File: src/rtl/clk_gate_sched_if.sv
// Request/grant bundle between the consumer blocks and the clock-enable scheduler.
// The scheduler takes the slave side; requesters (or a bench) take the master side.
interface clk_gate_sched_if #(
  parameter int NUM_REQ = 4,
  parameter int LEN_W   = 16
);
  logic [NUM_REQ-1:0]       req;
  logic [NUM_REQ*LEN_W-1:0] len;
  logic [NUM_REQ-1:0]       gnt;
  logic                     ce;
  logic                     busy;
  logic [NUM_REQ-1:0]       done;

  modport master (output req, len, input gnt, ce, busy, done);
  modport slave  (input req, len, output gnt, ce, busy, done);
endinterface

File: src/rtl/clk_gate_sched.sv
// Round-robin owner of one gated-clock CE: each granted requester gets a burst of
// ce-high cycles wrapped in ce-low guard cycles, with all outputs straight from flops.
module clk_gate_sched #(
  parameter int NUM_REQ   = 4,
  parameter int LEN_W     = 16,
  parameter int GUARD_CYC = 2
) (
  input  logic            clk,
  input  logic            rst,
  clk_gate_sched_if.slave bus
);
  localparam int IDX_W = $clog2(NUM_REQ);
  localparam logic [LEN_W-1:0] GUARD_LD = LEN_W'(GUARD_CYC);
  localparam logic [LEN_W-1:0] CNT_ONE  = LEN_W'(1);

  typedef enum logic [2:0] {IDLE, PRE, BURST, POST, DONE} state_t;

  state_t             state_q, state_d;
  logic [IDX_W-1:0]   rr_ptr_q, rr_ptr_d;
  logic [IDX_W-1:0]   win_q, win_d;
  logic [LEN_W-1:0]   len_q, len_d;
  logic [LEN_W-1:0]   cnt_q, cnt_d;
  logic [NUM_REQ-1:0] gnt_q, gnt_d;
  logic [NUM_REQ-1:0] done_q, done_d;
  logic               ce_q, ce_d;
  logic               busy_q, busy_d;

  logic               found;
  logic [IDX_W-1:0]   idx;
  logic [IDX_W-1:0]   pick;
  logic [LEN_W-1:0]   pick_len;

  // Rotating-priority search: first requesting index at or after rr_ptr wins.
  always_comb begin
    found    = 1'b0;
    idx      = rr_ptr_q;
    pick     = rr_ptr_q;
    pick_len = '0;
    for (int i = 0; i < NUM_REQ; i++) begin
      idx = IDX_W'((int'(rr_ptr_q) + i) % NUM_REQ);
      if (!found && bus.req[idx]) begin
        found = 1'b1;
        pick  = idx;
      end
    end
    for (int i = 0; i < NUM_REQ; i++) begin
      if (IDX_W'(i) == pick) pick_len = bus.len[i*LEN_W +: LEN_W];
    end
  end

  // One counter serves both guard phases and the burst; it always finishes at 1.
  always_comb begin
    state_d  = state_q;
    rr_ptr_d = rr_ptr_q;
    win_d    = win_q;
    len_d    = len_q;
    cnt_d    = cnt_q;
    case (state_q)
      IDLE: begin
        if (found) begin
          win_d   = pick;
          len_d   = pick_len;
          cnt_d   = GUARD_LD;
          state_d = (pick_len == '0) ? DONE : PRE;
        end
      end
      PRE: begin
        if (!bus.req[win_q]) begin
          state_d = POST;
          cnt_d   = GUARD_LD;
        end else if (cnt_q == CNT_ONE) begin
          state_d = BURST;
          cnt_d   = len_q;
        end else begin
          cnt_d = cnt_q - CNT_ONE;
        end
      end
      BURST: begin
        if (!bus.req[win_q] || cnt_q == CNT_ONE) begin
          state_d = POST;
          cnt_d   = GUARD_LD;
        end else begin
          cnt_d = cnt_q - CNT_ONE;
        end
      end
      POST: begin
        if (cnt_q == CNT_ONE) begin
          state_d = DONE;
          cnt_d   = '0;
        end else begin
          cnt_d = cnt_q - CNT_ONE;
        end
      end
      DONE: begin
        state_d  = IDLE;
        rr_ptr_d = IDX_W'((int'(win_q) + 1) % NUM_REQ);
      end
      default: state_d = IDLE;
    endcase

    ce_d   = (state_d == BURST);
    busy_d = (state_d != IDLE);
    gnt_d  = busy_d ? (NUM_REQ'(1) << win_d) : '0;
    done_d = (state_d == DONE) ? (NUM_REQ'(1) << win_d) : '0;
  end

  always_ff @(posedge clk or posedge rst) begin
    if (rst) begin
      state_q  <= IDLE;
      rr_ptr_q <= '0;
      win_q    <= '0;
      len_q    <= '0;
      cnt_q    <= '0;
      gnt_q    <= '0;
      done_q   <= '0;
      ce_q     <= 1'b0;
      busy_q   <= 1'b0;
    end else begin
      state_q  <= state_d;
      rr_ptr_q <= rr_ptr_d;
      win_q    <= win_d;
      len_q    <= len_d;
      cnt_q    <= cnt_d;
      gnt_q    <= gnt_d;
      done_q   <= done_d;
      ce_q     <= ce_d;
      busy_q   <= busy_d;
    end
  end

  assign bus.gnt  = gnt_q;
  assign bus.done = done_q;
  assign bus.ce   = ce_q;
  assign bus.busy = busy_q;
endmodule

File: src/flat_wrapper.sv
// flat-port wrapper written by rule: the top's interface ports become plain ports
module clk_gate_sched_flat 
#(
  parameter int NUM_REQ   = 4,
  parameter int LEN_W     = 16,
  parameter int GUARD_CYC = 2
)
  (clk, rst, bus_req, bus_len, bus_gnt, bus_ce, bus_busy, bus_done);
  clk_gate_sched_if #(.NUM_REQ(NUM_REQ), .LEN_W(LEN_W)) bus_i ();
  input  logic clk;
  input  logic rst;
  input wire logic [$bits(bus_i.req)-1:0] bus_req;
  input wire logic [$bits(bus_i.len)-1:0] bus_len;
  output wire logic [$bits(bus_i.gnt)-1:0] bus_gnt;
  output wire logic [$bits(bus_i.ce)-1:0] bus_ce;
  output wire logic [$bits(bus_i.busy)-1:0] bus_busy;
  output wire logic [$bits(bus_i.done)-1:0] bus_done;
  assign bus_i.req = bus_req;
  assign bus_i.len = bus_len;
  assign bus_gnt = bus_i.gnt;
  assign bus_ce = bus_i.ce;
  assign bus_busy = bus_i.busy;
  assign bus_done = bus_i.done;
  clk_gate_sched #(.NUM_REQ(NUM_REQ), .LEN_W(LEN_W), .GUARD_CYC(GUARD_CYC)) u_core (.clk(clk), .rst(rst), .bus(bus_i));
endmodule
File: config.mk
export PLATFORM = sky130hd
export DESIGN_NAME = clk_gate_sched_flat
export DESIGN_NICKNAME = d
export VERILOG_FILES = /design/src/rtl/clk_gate_sched_if.sv /design/src/rtl/clk_gate_sched.sv /design/src/flat_wrapper.sv
export SDC_FILE = /design/constraint.sdc
export NUM_CORES = 1
export LEC_CHECK = 0
export CAP_MARGIN = 20
export CORE_ASPECT_RATIO = 0.9
export CORE_MARGIN = 4
export CORE_UTILIZATION = 31
export CTS_BUF_LIST = sky130_fd_sc_hd__clkbuf_8
export DETAILED_ROUTE_END_ITERATION = 7
export PLACE_DENSITY = 0.56
export SYNTH_ARGS = -nofsm -noshare
export SYNTH_HDL_FRONTEND = slang
export SYNTH_SLANG_ARGS = --single-unit
File: constraint.sdc
create_clock -name clk -period 2.66 [get_ports clk]
set_input_delay 0.399 -clock clk [delete_from_list [all_inputs] [get_ports clk]]
set_output_delay 0.399 -clock clk [all_outputs]
set_load 0.05 [all_outputs]
# After elaboration in Yosys (flattened, before gate mapping)
# Index checks and enable logic that the tools add are counted.
dict set report word_totals {
  ff_bits 49
  latch_bits 0
  ram_bits 0
  romBits 0
  in_bits 70
  output_inout_bits 10
  wordCells 84
  n_memories 0
}
dict set report op_classes {
  addsub 5
  mul 0
  n_div 0
  n_lt_le_gt_ge 5
  n_eq_ne 11
  shift 1
  n_mux 38
  bitwise 0
  reduce_logical 15
}
# op count
set op_table {}
lappend op_table {{$mux W16} 9}
lappend op_table {{$pmux W16 S4} 1}
lappend op_table {{$mux W3} 6}
lappend op_table {{$eq A16 B1 Y1 const B} 1}
lappend op_table {{$logic_not A16 Y1} 1}
lappend op_table {{$sub A16 B1 Y16 const B} 1}
lappend op_table {{$lt A2 B3 Y1 const B} 5}
lappend op_table {{$pmux W3 S4} 1}
lappend op_table {{$bmux W1 S2} 5}
lappend op_table {{$mux W2} 5}
lappend op_table {{$eq A3 B2 Y1 const B} 3}
lappend op_table {{$mux W1} 9}
lappend op_table {{$mux W4} 2}
lappend op_table {{$eq A3 B3 Y1 const B} 2}
lappend op_table {{$add A2 B1 Y2 const B} 2}
lappend op_table {{$add A2 B2 Y2 const B} 2}
lappend op_table {{$eq A2 B2 Y1 const A} 2}
lappend op_table {{$logic_not A1 Y1} 4}
lappend op_table {{$reduce_and A2 Y1} 2}
lappend op_table {{$reduce_bool A4 Y1} 1}
lappend op_table {{$shl A1 B2 Y4 const A} 1}
lappend op_table {{$eq A3 B1 Y1 const B} 1}
lappend op_table {{$logic_and A1 B1 Y1} 3}
lappend op_table {{$logic_not A3 Y1} 1}
lappend op_table {{other kinds (5)} 5}

# Depth between registers and ports, before layout
dict set report logic_depth {
  depth_word 23
  ltp_mapped 10
  ltp_nobuf 8
}

# Worst setup path before layout
# Ideal clock, no wire load.
dict set report synth_timing {
  kind {input to register}
  startpoint {input port bus_req[0]}
  endpoint {register u_core.done_q[0], in the netlist u_core.bus.done[0]}
  setup_time_ns 0.089
  t_arrival_ns 2.814
  t_required_ns 2.571
  path_slack_ns -0.243
  cell_stages 10
  n_path_buf 2
  path_cell_list {nor2b_2 a2111o_1 and2_1 buf_6 buf_6 a211oi_1 o22ai_1 or4_4 o41ai_4 nor3b_1}
}
dict set report synth_via {
  elab_chain_cells 23
  word_cells_on_any_way 44
  cone_classes {eq/ne: 4; shift: 1; mux: 29; reduce/logical: 10}
}
# element line
set synth_rtl {}
lappend synth_rtl {{start: declaration} flat_wrapper.sv:12} ;# input wire logic [$bits(bus_i.req)-1:0] bus_req;
lappend synth_rtl {{$bmux W1 S2} clk_gate_sched.sv:41} ;# if (!found && bus.req[idx]) begin
lappend synth_rtl {{$mux W1 (implied by the code)} clk_gate_sched.sv:41}
lappend synth_rtl {{$mux W1} clk_gate_sched.sv:41}
lappend synth_rtl {{$logic_not A1 Y1} clk_gate_sched.sv:41}
lappend synth_rtl {{$logic_and A1 B1 Y1} clk_gate_sched.sv:41}
lappend synth_rtl {{$mux W1} clk_gate_sched.sv:41}
lappend synth_rtl {{$logic_not A1 Y1} clk_gate_sched.sv:41}
lappend synth_rtl {{$logic_and A1 B1 Y1} clk_gate_sched.sv:41}
lappend synth_rtl {{[... 9 more ...]} n/a}
lappend synth_rtl {{$logic_not A16 Y1} clk_gate_sched.sv:64} ;# state_d = (pick_len == '0) ? DONE : PRE;
lappend synth_rtl {{$mux W3} clk_gate_sched.sv:64}
lappend synth_rtl {{$mux W3} clk_gate_sched.sv:60} ;# if (found) begin
lappend synth_rtl {{$pmux W3 S4 (*)} clk_gate_sched.sv:58} ;# case (state_q)
lappend synth_rtl {{named net u_core.state_d[2]} clk_gate_sched.sv:18} ;# state_t state_q, state_d;
lappend synth_rtl {{$eq A3 B3 Y1 (*)} clk_gate_sched.sv:104} ;# done_d = (state_d == DONE) ? (NUM_REQ'(1) << win_d) : '0;
lappend synth_rtl {{$mux W4 (*)} clk_gate_sched.sv:104}
lappend synth_rtl {{named net u_core.done_d[0]} clk_gate_sched.sv:24} ;# logic [NUM_REQ-1:0] done_q, done_d;
lappend synth_rtl {{end signal: assignment} clk_gate_sched.sv:125} ;# done_q <= done_d;
lappend synth_rtl {{end: declaration} clk_gate_sched.sv:24}
# Mark *: on every way through the listed nets, which the timed path passes. The rest lies on a longest branch. The select of a mux whose other input is x is not followed.
# A chain may end at the register's enable or synchronous reset.

# Worst setup path in the final report
dict set report layout_timing {
  startpoint {register u_core.rr_ptr_q[1]}
  endpoint {register u_core.done_q[2], in the netlist u_core.bus.done[2]}
}
dict set report layout_via {
  elab_chain_cells 23
  word_cells_on_any_way 41
  cone_classes {add/sub: 3; eq/ne: 4; shift: 1; mux: 25; reduce/logical: 8}
}
# element line
set layout_rtl {}
lappend layout_rtl {{start: declaration} clk_gate_sched.sv:19} ;# logic [IDX_W-1:0] rr_ptr_q, rr_ptr_d;
lappend layout_rtl {{start signal: assignment} clk_gate_sched.sv:120} ;# rr_ptr_q <= rr_ptr_d;
lappend layout_rtl {{branches (longest 19 deep; another with $add A2 B1 Y2)} n/a}
lappend layout_rtl {{$mux W3 (*)} clk_gate_sched.sv:60}
lappend layout_rtl {{$pmux W3 S4 (*)} clk_gate_sched.sv:58}
lappend layout_rtl {{named net u_core.state_d[2]} clk_gate_sched.sv:18}
lappend layout_rtl {{$eq A3 B3 Y1 (*)} clk_gate_sched.sv:104}
lappend layout_rtl {{$mux W4 (*)} clk_gate_sched.sv:104}
lappend layout_rtl {{named net u_core.done_d[2]} clk_gate_sched.sv:24}
# Mark *: on every way through the listed nets, which the timed path passes. The select of a mux whose other input is x is not followed.

==> results.txt <==
For the final max-slew violation count, the log shows 0. Leaving out fill and tap cells, the most frequent cell in the layout is sky130_fd_sc_hd__clkdlybuf4s50_1. The logs give 5 for the number of clock buffers inserted by TritonCTS and 819 for the filler cell count in the final layout. The routed length per placed instance is 15.0 µm. Clock transition time at the flip-flop clock pins of the worst setup and hold paths: 0.09 ns.

The top cell types in the final layout, fill and taps aside, are sky130_fd_sc_hd__clkdlybuf4s50_1, sky130_fd_sc_hd__buf_4, sky130_fd_sc_hd__dfrtp_1. The net switching share of the total power was 0.360; the area taken by flip-flops and latches was 1230 µm². The tools report the setup clock skew after layout as 0.00590 ns. The final reports fail on negative setup slack. The worst setup slack after layout is -0.144 ns, and the routed via count divided by cell count is 4.99. The largest fanout on the critical path works out to 5. The type of the most critical hold path is in -> async. During I/O placement, the number of pins put on the boundary was 80. The async set or reset register ratio after synthesis works out to 1.00. The estimated wirelength of the detail-placed design is 6340 µm, and the data arrival at the endpoint of the critical path is 3.02 ns. The clock reaches the later pin of the worst-skew pair after 0.29 ns. The number of buffers on the longest clock path was 2; the relative area change from synthesis to final layout was 60.9%.

The die covers 11000 µm². Area fraction in compound gates after synthesis: 0.256. The violation count after the first detailed-routing iteration was 182. The flow ran to the end, but the final reports show violations. The net count of the finished layout is 510. The analysis attributes to net switching a power of 0.00112 W. The number of nets handed over by synthesis was 379. Based on the critical path, the design can be clocked at up to 357 MHz. The first detailed-routing pass ran for 4 iterations. The area of the multi-input gates is 1850 µm². The root buffer cell chosen for the clock tree is sky130_fd_sc_hd__clkbuf_8.

The final cell utilization of the core came out at 0.513. In this run, synthesis produced a sequential element count of 49. Setup violations remaining at the end of the flow were counted as 5. Overall via count from detail_route: 2798.

The logs give 8400 µm for the routed wire length and 0.319 for the initial standard-cell utilization of the core. From left edge to right edge, the die measures 110 µm. The setup path with the least slack is of type reg -> reg.

The clock power share is 0.174, and the routability congestion estimate from global placement is 0.806. The initial antenna violation count is 0. The logs give 33 for the cell row count and 49 for the total clock sinks. For this run the aggregate overflow at the end of global routing stands at 0. For this design the ratio of total power to cell area is 665 nW/µm². The detailed-route DRC error count is 0, and the final period demand of the worst path is 2.80 ns. STA puts the critical path data required time at 2.87 ns.

The number of max-cap violations is 0, and the distinct cell type count of the synthesized netlist is 50. The largest family of logic cells by synthesized area is compound AO/OA/AOI/OAI gates. The share of the clock period used by the worst path after layout was 1.05; the global-route wire length before repair was 13700 µm. Counting flops with a built-in enable in the synthesized netlist gives 0. Antenna diode count: 0.

The tools report the largest net degree at the start of global routing as 33. Maximum level of the CTS H-tree: 2. The remaining max-slew budget at the tightest pin came out at 0.665.

The run gives 9130 µm² as the core box area. For the relative contribution of combinational cells to total power, the log shows 0.425. Setup repair after global routing could not meet its margin everywhere. During synthesis, Yosys emitted a total of 0 warnings. The mean cell area of the mapped netlist is 9.48 µm². TritonCTS built the clock tree. Among all flip-flop cells after synthesis, the most frequent one is sky130_fd_sc_hd__dfrtp_1. The run gives 0.00199 W as the cell-internal power. The tools report the number of routed nets with antenna violations as 0. The final setup TNS was -0.442 ns; the simple-gate area share of the yosys netlist was 0.165.

STA classifies the critical path endpoint as a register. The portion of the post-synthesis area used by sequential elements was 0.421. The run gives 307 as the gate count of the mapped netlist. For this design the static power due to leakage is 1.97 nW. The logs give 0.153 for the total global-route track usage and 2910 µm² for the post-synthesis cell area. Number of global-route vias before repair: 2873. The synthesized-area fraction occupied by adder cells works out to 0.00859. The floorplan step set the die height to 99.9 µm. The xor and xnor area share after synthesis came out at 0.0180. The number of port buffers was 79.

The fraction of final layout cells with drive strength greater than 1 is 0.271, and the final hold violation count is 0. STA classifies the critical path startpoint as a register. The transition time at the pin with the least slew margin works out to 0.501 ns. The multiplexer fraction of the synthesized cell area was 0.0937.

IR analysis of the VDD net gives a maximum drop of 0.263 mV. The sequential cell fraction of total power was 0.401. OpenSTA, run right after detailed placement, puts the worst setup slack at -0.912 ns.
## stage by stage
stage	cells	area [µm²]	total power, W	hold slack, ns
after floorplan	307	2950	0.00195	0.439
after global placement	542	4230	0.00246	0.463
after detailed placement	542	4230	0.00249	0.470
after CTS	553	4430	0.00305	0.477
after global routing	561	4680	0.00334	0.501
final	561	4680	0.00312	0.451
## power by group through the flow
stage | Sequential [W] | Clock [W] | Combinational (W)
final | 0.00125 | 0.000542 | 0.00132
after global routing | 0.00128 | 0.000583 | 0.00147
after CTS | 0.00125 | 0.000557 | 0.00125
after detailed placement | 0.00126 | 0 | 0.00122
after global placement | 0.00125 | 0 | 0.00120
after floorplan | 0.00128 | 0 | 0.000673
## registers in the layout, indices dropped and copies added, names as in the netlist
name	flops
u_core.state_q	3
u_core.bus.ce	1
u_core.bus.busy	1
u_core.len_q	16
u_core.bus.gnt	4
u_core.win_q	2
u_core.cnt_q	16
u_core.rr_ptr_q	2
u_core.bus.done	4
## critical path, stage by stage (launching register included)
cell	delay, ns
sky130_fd_sc_hd__dfrtp_2	0.44
sky130_fd_sc_hd__nor3_2	0.06
sky130_fd_sc_hd__a2111o_1	0.40
sky130_fd_sc_hd__and2_4	0.20
sky130_fd_sc_hd__buf_8	0.15
sky130_fd_sc_hd__a211oi_4	0.28
sky130_fd_sc_hd__o22ai_2	0.11
sky130_fd_sc_hd__or4_4	0.53
sky130_fd_sc_hd__o41ai_4	0.30
sky130_fd_sc_hd__nor3b_2	0.25
## kinds of logic (layout without fill, tap and decap cells)
kind of cell    Yosys count  after routing
flops                    49             49
fa+ha+maj                 2              2
xor+xnor                  6              6
compound gates          106            106
buf+inv                  25            156
simple gates             94             95
mux                      25             25
## cell type report
cell class / instances / area share
flip-flops and latches: 49 / 0.262
multi-input cells: 234 / 0.395
inverters: 7 / 0.00561
repair buffers: 141 / 0.280
well taps: 122 / 0.0326
clock buffers: 6 / 0.0176
clock inverters: 2 / 0.00721
## Yosys cell counts, types with 3 or more instances
| cell | number | area, µm² |
|---|---|---|
| sky130_fd_sc_hd__clkbuf_1 | 13 | 48.8 |
| sky130_fd_sc_hd__nand2b_1 | 3 | 18.8 |
| sky130_fd_sc_hd__nor2_1 | 13 | 48.8 |
| sky130_fd_sc_hd__a22oi_1 | 6 | 45.0 |
| sky130_fd_sc_hd__nor4_1 | 6 | 37.5 |
| sky130_fd_sc_hd__mux2_2 | 8 | 90.1 |
| sky130_fd_sc_hd__a211oi_1 | 16 | 120 |
| sky130_fd_sc_hd__and2_1 | 3 | 18.8 |
| sky130_fd_sc_hd__nor2b_1 | 5 | 31.3 |
| sky130_fd_sc_hd__nor3b_1 | 5 | 37.5 |
| sky130_fd_sc_hd__and3_1 | 3 | 18.8 |
| sky130_fd_sc_hd__dfrtp_1 | 49 | 1230 |
| sky130_fd_sc_hd__nor3_1 | 12 | 60.1 |
| sky130_fd_sc_hd__a221o_1 | 3 | 30.0 |
| sky130_fd_sc_hd__xnor2_1 | 4 | 35.0 |
| sky130_fd_sc_hd__a21boi_0 | 16 | 120 |
| sky130_fd_sc_hd__o31ai_1 | 8 | 60.1 |
| sky130_fd_sc_hd__inv_1 | 7 | 26.3 |
| sky130_fd_sc_hd__o22ai_1 | 4 | 25.0 |
| sky130_fd_sc_hd__mux2i_1 | 16 | 160 |
| sky130_fd_sc_hd__a21oi_1 | 9 | 45.0 |
| sky130_fd_sc_hd__nand2_1 | 34 | 128 |
| sky130_fd_sc_hd__o21ai_0 | 26 | 130 |
## timing repair
item / CTS / global route
setup endpoints to repair: 6 / 11
pin swaps: 9 / 16
setup buffers: 2 / 7
resized for setup: 22 / 44
gates cloned: 1 / 1
hold buffers: 0 / 0
## path summary, 6_finish.rpt
path	from	endpoint	slack (ns)	cells after the start
worst max-delay path	u_core.rr_ptr_q[1]	u_core.bus.done[2]	-0.14	9
max in group asynchronous	rst	u_core.rr_ptr_q[1]	1.69	3
min in group clk	u_core.len_q[4]	u_core.len_q[4]	0.49	2
worst max register to register	u_core.rr_ptr_q[1]	u_core.bus.done[2]	-0.14	9
worst min-delay path	rst	u_core.bus.busy	0.45	2
worst min register to register	u_core.len_q[4]	u_core.len_q[4]	0.49	2
## layer usage
layer,GRT usage,share of wire,routed length (µm)
met4,0.0350,0.0068,57
met3,0.0277,0.031,262
met2,0.253,0.50,4190
met5,0,0,0
met1,0.208,0.46,3890
No activity file was read; power rests on OpenSTA's default activity.
